File: src/rtl/adder_result_fifo_if.sv
// Handshake bundle between an adder result producer, the result FIFO and its consumer.
// Entry width grows by one parity bit when ADDER_RESULT_PARITY_EN is defined.
interface adder_result_fifo_if #(
    parameter int WIDTH = 16,
    parameter int DEPTH = 4,
    parameter int CNT_W = 8
);
    localparam int LW = $clog2(DEPTH) + 1;
`ifdef ADDER_RESULT_PARITY_EN
    localparam int DW = WIDTH + 2;
`else
    localparam int DW = WIDTH + 1;
`endif

    logic             in_valid;
    logic             in_ready;
    logic [WIDTH-1:0] sum;
    logic             cout;
    logic             out_valid;
    logic             out_ready;
    logic [DW-1:0]    out_data;
    logic [LW-1:0]    level;
    logic [CNT_W-1:0] cout_cnt;
    logic             cnt_clr;
    logic             ovf;

    modport master (
        output in_valid, sum, cout, out_ready, cnt_clr,
        input  in_ready, out_valid, out_data, level, cout_cnt, ovf
    );

    modport slave (
        input  in_valid, sum, cout, out_ready, cnt_clr,
        output in_ready, out_valid, out_data, level, cout_cnt, ovf
    );
endinterface

File: src/rtl/adder_result_fifo.sv
// Small FIFO buffering {cout,sum} adder results, with a carry-out event counter and sticky overflow.
// Optional feature: define ADDER_RESULT_PARITY_EN to store an even-parity bit as the entry MSB.
module adder_result_fifo #(
    parameter int WIDTH = 16,
    parameter int DEPTH = 4,
    parameter int CNT_W = 8
) (
    input logic               clk,
    input logic               rst,
    adder_result_fifo_if.slave bus
);
    localparam int PW = $clog2(DEPTH);
    localparam int LW = PW + 1;
`ifdef ADDER_RESULT_PARITY_EN
    localparam int DW = WIDTH + 2;
`else
    localparam int DW = WIDTH + 1;
`endif

    logic [DW-1:0]    mem [DEPTH];
    logic [PW-1:0]    wr_ptr;
    logic [PW-1:0]    rd_ptr;
    logic [LW-1:0]    level_q;
    logic [DW-1:0]    head_q;
    logic [CNT_W-1:0] cnt_q;
    logic             ovf_q;

    logic             push;
    logic             pop;
    logic [DW-1:0]    din;
    logic [PW-1:0]    next_rd;
    logic [LW-1:0]    next_level;

`ifdef ADDER_RESULT_PARITY_EN
    assign din = {^{bus.cout, bus.sum}, bus.cout, bus.sum};
`else
    assign din = {bus.cout, bus.sum};
`endif

    // Handshake flags come straight from the level register, so there is no path from out_ready or sum.
    assign bus.in_ready  = (level_q != LW'(DEPTH));
    assign bus.out_valid = (level_q != '0);
    assign bus.out_data  = head_q;
    assign bus.level     = level_q;
    assign bus.cout_cnt  = cnt_q;
    assign bus.ovf       = ovf_q;

    assign push = bus.in_valid & bus.in_ready;
    assign pop  = bus.out_valid & bus.out_ready;

    always_comb begin
        // NOTE: every always_comb output gets a default first so no path can infer a latch.
        next_rd    = rd_ptr;
        next_level = level_q + LW'(push) - LW'(pop);
        if (pop) next_rd = rd_ptr + PW'(1);
    end

    // NOTE: storage is deliberately not reset; head_q carries the reset-visible value instead.
    always_ff @(posedge clk) begin
        if (push) mem[wr_ptr] <= din;
    end

    always_ff @(posedge clk or posedge rst) begin
        // NOTE: sequential state uses non-blocking assignments so all registers update from pre-edge values.
        if (rst) begin
            wr_ptr  <= '0;
            rd_ptr  <= '0;
            level_q <= '0;
            head_q  <= '0;
            cnt_q   <= '0;
            ovf_q   <= 1'b0;
        end else begin
            if (push) wr_ptr <= wr_ptr + PW'(1);
            rd_ptr  <= next_rd;
            level_q <= next_level;

            // Head register preloads the next entry; the slot being written this edge must come from din.
            if (next_level != '0) begin
                if (push && (wr_ptr == next_rd)) head_q <= din;
                else                             head_q <= mem[next_rd];
            end

            if (bus.cnt_clr)
                cnt_q <= '0;
            else if (push && bus.cout && (cnt_q != {CNT_W{1'b1}}))
                cnt_q <= cnt_q + CNT_W'(1);

            if (bus.in_valid && !bus.in_ready) ovf_q <= 1'b1;
        end
    end
endmodule

File: src/flat_wrapper.sv
// flat-port wrapper written by rule: the top's interface ports become plain ports
module adder_result_fifo_flat 
#(
    parameter int WIDTH = 16,
    parameter int DEPTH = 4,
    parameter int CNT_W = 8
)
  (clk, rst, bus_in_valid, bus_sum, bus_cout, bus_out_ready, bus_cnt_clr, bus_in_ready, bus_out_valid, bus_out_data, bus_level, bus_cout_cnt, bus_ovf);
  adder_result_fifo_if #(.WIDTH(WIDTH), .DEPTH(DEPTH), .CNT_W(CNT_W)) bus_i ();
  input logic clk;
  input logic rst;
  input wire logic [$bits(bus_i.in_valid)-1:0] bus_in_valid;
  input wire logic [$bits(bus_i.sum)-1:0] bus_sum;
  input wire logic [$bits(bus_i.cout)-1:0] bus_cout;
  input wire logic [$bits(bus_i.out_ready)-1:0] bus_out_ready;
  input wire logic [$bits(bus_i.cnt_clr)-1:0] bus_cnt_clr;
  output wire logic [$bits(bus_i.in_ready)-1:0] bus_in_ready;
  output wire logic [$bits(bus_i.out_valid)-1:0] bus_out_valid;
  output wire logic [$bits(bus_i.out_data)-1:0] bus_out_data;
  output wire logic [$bits(bus_i.level)-1:0] bus_level;
  output wire logic [$bits(bus_i.cout_cnt)-1:0] bus_cout_cnt;
  output wire logic [$bits(bus_i.ovf)-1:0] bus_ovf;
  assign bus_i.in_valid = bus_in_valid;
  assign bus_i.sum = bus_sum;
  assign bus_i.cout = bus_cout;
  assign bus_i.out_ready = bus_out_ready;
  assign bus_i.cnt_clr = bus_cnt_clr;
  assign bus_in_ready = bus_i.in_ready;
  assign bus_out_valid = bus_i.out_valid;
  assign bus_out_data = bus_i.out_data;
  assign bus_level = bus_i.level;
  assign bus_cout_cnt = bus_i.cout_cnt;
  assign bus_ovf = bus_i.ovf;
  adder_result_fifo #(.WIDTH(WIDTH), .DEPTH(DEPTH), .CNT_W(CNT_W)) u_core (.clk(clk), .rst(rst), .bus(bus_i));
endmodule
File: config.mk
export PLATFORM = sky130hd
export DESIGN_NAME = adder_result_fifo_flat
export DESIGN_NICKNAME = d
export VERILOG_FILES = /design/src/rtl/adder_result_fifo_if.sv /design/src/rtl/adder_result_fifo.sv /design/src/flat_wrapper.sv
export SDC_FILE = /design/constraint.sdc
export NUM_CORES = 1
export LEC_CHECK = 0
export ABC_AREA = 1
export CORE_ASPECT_RATIO = 0.8
export CORE_UTILIZATION = 55
export DETAILED_ROUTE_END_ITERATION = 8
export GPL_ROUTABILITY_DRIVEN = 0
export HOLD_SLACK_MARGIN = 0.05
export PLACE_DENSITY = 0.84
export SLEW_MARGIN = 10
export SYNTH_ARGS = -nofsm -noshare
export SYNTH_HDL_FRONTEND = slang
export SYNTH_SLANG_ARGS = --single-unit
File: constraint.sdc
create_clock -name clk -period 5 [get_ports clk]
set_clock_uncertainty 0.1 [all_clocks]
set_input_delay 1 -clock clk [delete_from_list [all_inputs] [get_ports clk]]
set_output_delay 1 -clock clk [all_outputs]
set_load 0.03 [all_outputs]
Yosys cells after proc, flatten, opt, wreduce, memory -nomap -nowiden --
Memories as Yosys holds them, arrays and structs flattened. A register that Yosys moved wholly into a read port is not among the register bits. Index checks and enable logic that the tools add are counted.
Cells by class: reductions and logical operators 7, $add $sub $neg 5, equality and inequality tests 2, mux-type cells 5, bitwise logic cells 2
Operators by type and width (number):
- $mux 8 | 2
- $add 8x1->8 const B | 1
- $ne 8x8->1 const B | 1
- $reduce_bool 3->1 | 2
- $add 2x1->2 const B | 2
- $add 3x1->3 | 1
- $logic_and 1x1->1 | 3
- $ne 3x3->1 const B | 1
- $sub 3x1->3 | 1
- $and 1x1->1 | 2
- $mux 1 | 2
- $mux 2 | 1
- $reduce_bool 2->1 | 1
- $logic_not 1->1 | 1
Word-level totals: RAM bits 68, memories 1, flip-flop bits (word level) 16, word-level logic and storage cells 27, input port bits 22, output and inout bits 31
Memory list:
- u_core.mem | words 4, width 17, rd ports 1, clocked after memory_dff 1, wr ports 1, line adder_result_fifo.sv:20 | logic [DW-1:0] mem [DEPTH];

Longest topological paths before layout --
word-level depth 6, gate-level depth with buffers 15, gate-level depth less buffers 14

Worst setup path before layout --
Ideal clock, no wire load.
path type input port to flip-flop, start input bus_in_valid, end register u_core.head_q[0] (netlist: u_core.bus.out_data[0]), read port of u_core.mem, library setup time 66 ps, arrival 3051 ps, stages on the path 11, path buffers 2, data required time 4834 ps, path slack 1783 ps, cell sequence inv_1 > a21oi_2 > clkbuf_1 > ha_1 > fa_1 > nor2_1 > nand3_2 > inv_2 > clkbuf_1 > nand2_1 > nand2_1
On the way: cells in the longest elaborated chain, start to end 4
Ends and longest elaborated chain:
- from (decl) | line flat_wrapper.sv:12 | input wire logic [$bits(bus_i.in_valid)-1:0] bus_in_valid;
- $and 1x1->1 | line adder_result_fifo.sv:48 | assign push = bus.in_valid & bus.in_ready;
- via u_core.push | line adder_result_fifo.sv:28 | logic push;
- $add 3x1->3 | line adder_result_fifo.sv:54 | next_level = level_q + LW'(push) - LW'(pop);
- $sub 3x1->3 | line adder_result_fifo.sv:54
- via u_core.next_level[1] | line adder_result_fifo.sv:32 | logic [LW-1:0] next_level;
- $reduce_bool 3->1 | line adder_result_fifo.sv:78 | if (next_level != '0) begin
- to (decl) | line adder_result_fifo.sv:24 | logic [DW-1:0] head_q;
The timed path passes the listed nets, and every way through them passes these cells. A chain may end at the register's enable or synchronous reset.

Worst setup path in the final report --
start input bus_in_valid, end register u_core.head_q[8] (netlist: u_core.bus.out_data[8]), read port of u_core.mem
On the way: cells in the longest elaborated chain, start to end 4
Ends and longest elaborated chain (line):
- $and 1x1->1 | adder_result_fifo.sv:48
- $add 3x1->3 | adder_result_fifo.sv:54
- $sub 3x1->3 | adder_result_fifo.sv:54
- via u_core.next_level[1] | adder_result_fifo.sv:32
- $reduce_bool 3->1 | adder_result_fifo.sv:78
The timed path passes the listed nets, and every way through them passes these cells.

==> results.yml <==
timing:
  setup_violations: 0
  worst_slew_pin_slew_ns: 0.832
  tns_ns: 0
  period_share_pct: 69.0
  hold_viol: 0
  rsz0062_at_grt: "false"
  post-route-min-period_ns: 3.45
  slew_headroom_pct: 44.3
  maxSlewViolCount: 0
  holdWs_ns: 0.388
  timing.fmax_mhz: 290
global_route:
  grt_pass1_vias: 3235
  grtUsageTotal_pct: 24.3
  grt_pass1_wl_mm: 16.0
  grt_max_degree: 39
  overflow: 0
  grt_antenna_before_repair: 0
power:
  comb_power_share_pct: 49.2
  p_clk_share_pct: 14.1
  p_per_area_nw_per_um2: 648
  peakVddDrop_mv: 0.278
  p_sw_mw: 1.53
  p_leak_nw: 2.24
  seq_power_share_pct: 36.7
  swShare_pct: 44.3
  internal-power_mw: 1.93
logic_synthesis:
  synth_edf_count: 68
  netlist.area_leader.share_pct: 44.8
  yosysWarnings: 0
  ys.flop_type: "edfxtp_1"
  async_reset_ff_share_pct: 32.7
  synth_seq_cells: 101
  synth_cell_types: 29
  avgSynthCellArea_um2: 10.3
  syn_nets: 475
  synthTopCellsByArea: "edfxtp_1, dfrtp_1, nand3_1, nand2_1, inv_1"
  netlist_area_um2: 4560
  post-synth-top-area-cell: "edfxtp_1"
  synth_cells: 445
  yosysSeqAreaShare_pct: 62.9
final_layout:
  layout-drive-gt1-share_pct: 7.00
  seq_area_um2: 2870
  layout_common_cells: "nand2_1, nand3_1, edfxtp_1, clkdlybuf4s50_1, inv_1"
  multi_input_area_um2: 1430
  finalNetCount: 525
  antennaDiodeCount: 0
  final_common_cell: "nand2_1"
  area_growth_syn_to_layout_pct: 17.1
  fillers: 607
die:
  die_h_um: 83.5
  die_w_um: 104
  fp-row-count: 29
  io_pins: 53
  core_um2: 7980
  initial_core_util_pct: 57.1
  die_area_um2: 8660
clock_tree:
  numCtsBuffers: 9
  cts_resized: 0
  root_buffer: "clkbuf_8"
  clk_latency_ns: 0.36
  cts_tree: "yes"
  clock_sinks: 101
  clk_pin_slew_ns: 0.09
  post_cts_buffers: 0
  htree_levels: 3
  cts.path.max_buffers: 2
  cts_hold_buffers: 0
outcome:
  status: "finished clean"
route:
  firstDrtPassIters: 5
  finalWirelength_mm: 9.78
  viasPerCell: 5.50
  vias: 3345
  drt_iter0_markers: 161
  drcViolationCount: 0
  ant_nets: 0
  wl_per_cell_um: 16.1
setup_path:
  crit_chain: "clkdlybuf4s50_1, inv_1, a21oi_2, buf_4, ha_1, fa_1, nor2_1, nand3_2, inv_2, nand2_1, nand2_1"
  crit_path_frequent_cell: "nand2_1"
  worst-endpoint-arrival_ns: 3.65
  end_kind: "flip-flop"
  critPathBufInv: 4
  cp-start-kind: "input port"
  worstPathMaxFanout: 24
  worstPathRequired_ns: 5.20
  slowest_stage: "clkdlybuf4s50_1"
  path_class: "in2reg"
  cp_slowest_stage_delay_ns: 0.45
  path_delay_family: "buffers and inverters"
placed_design:
  hpwl_mm: 6.45
  io_buffers: 52
job:
  max-cap-violations: 0
worst_hold_path:
  hp-class: "reg2reg"
[area by class of cell]
class | instances | share of cell area [%]
multi-input combinational | 281 | 26.7
clock inverter | 4 | 0.913
inverter | 44 | 3.09
clock buffer | 12 | 2.53
timing repair buffer | 58 | 10.6
sequential | 101 | 53.7
tap | 108 | 2.53
[registers in the layout (all words and copies together) (netlist names)]
| register | cells |
|---|---|
| u_core.bus.out_data | 17 |
| u_core.bus.cout_cnt | 8 |
| u_core.wr_ptr | 2 |
| u_core.bus.level | 3 |
| u_core.bus.ovf | 1 |
| u_core.mem | 68 |
| u_core.rd_ptr | 2 |
[cells in the mapped netlist (2+ instances only)]
master	number
ha_1	7
nand3_1	94
nand4_1	19
edfxtp_1	68
nand2_2	4
nand3_2	2
o21ai_0	7
inv_2	3
buf_2	13
inv_1	40
dfrtp_1	33
nand2_1	117
nor2_1	10
nand2_4	4
clkbuf_1	4
buf_6	2
a21oi_1	5
xor2_1	2
[routing by layer]
layer	GRT usage (%)	up-vias	wire (um)
li1	-	1613	-
met1	33.1	1607	4240
met2	39.4	113	4850
met3	5.62	12	596
met4	7.01	0	90
met5	0	-	0
[path summary, 6_finish.rpt]
check                                               from                                 end  slack, ns  cells past startpoint
max in group asynchronous                            rst  u_core.bus.cout_cnt[6]$_DFFE_PP0P_       3.58                      3
min reg2reg                   u_core.bus.ovf$_DFFE_PP0P_          u_core.bus.ovf$_DFFE_PP0P_       0.39                      1
max reg2reg                u_core.bus.level[0]$_DFF_PP0_  u_core.bus.out_data[8]$_DFFE_PP0P_       1.97                     14
min                           u_core.bus.ovf$_DFFE_PP0P_          u_core.bus.ovf$_DFFE_PP0P_       0.39                      1
max                                         bus_in_valid  u_core.bus.out_data[8]$_DFFE_PP0P_       1.55                     11
min in group asynchronous                            rst  u_core.bus.cout_cnt[2]$_DFFE_PP0P_       0.92                      3
[per-stage QoR]
stage	total power [mW]	cells	worst slack, ns	util [%]	instance area (um^2)
floorplan	2.47	445	1.78	-	4560
global placement	2.91	592	1.29	64.6	5160
detailed placement	2.99	592	1.20	64.6	5160
CTS	3.47	608	1.56	66.9	5340
finish	3.46	608	1.55	66.9	5340
global route	3.70	608	1.35	66.9	5340
[logic make-up (layout without fill, tap and decap cells)]
group / count (synthesis) / count (layout) / share of synthesized area, %
compound gates: 16 / 16 / 2.11
xor+xnor: 3 / 3 / 0.576
fa+ha+maj: 8 / 8 / 2.36
buf+inv: 63 / 118 / 5.87
flops: 101 / 101 / 62.9
simple gates: 254 / 254 / 26.2
[power groups by stage]
stage	Combinational, mW	Clock [mW]	Sequential [mW]
after floorplan	1.05	0	1.42
after detailed placement	1.70	0	1.28
after CTS	1.71	0.495	1.27
after global routing	1.89	0.524	1.29
final	1.70	0.489	1.27
after global placement	1.63	0	1.28
Note: power is estimated with default switching activity, not from simulation.
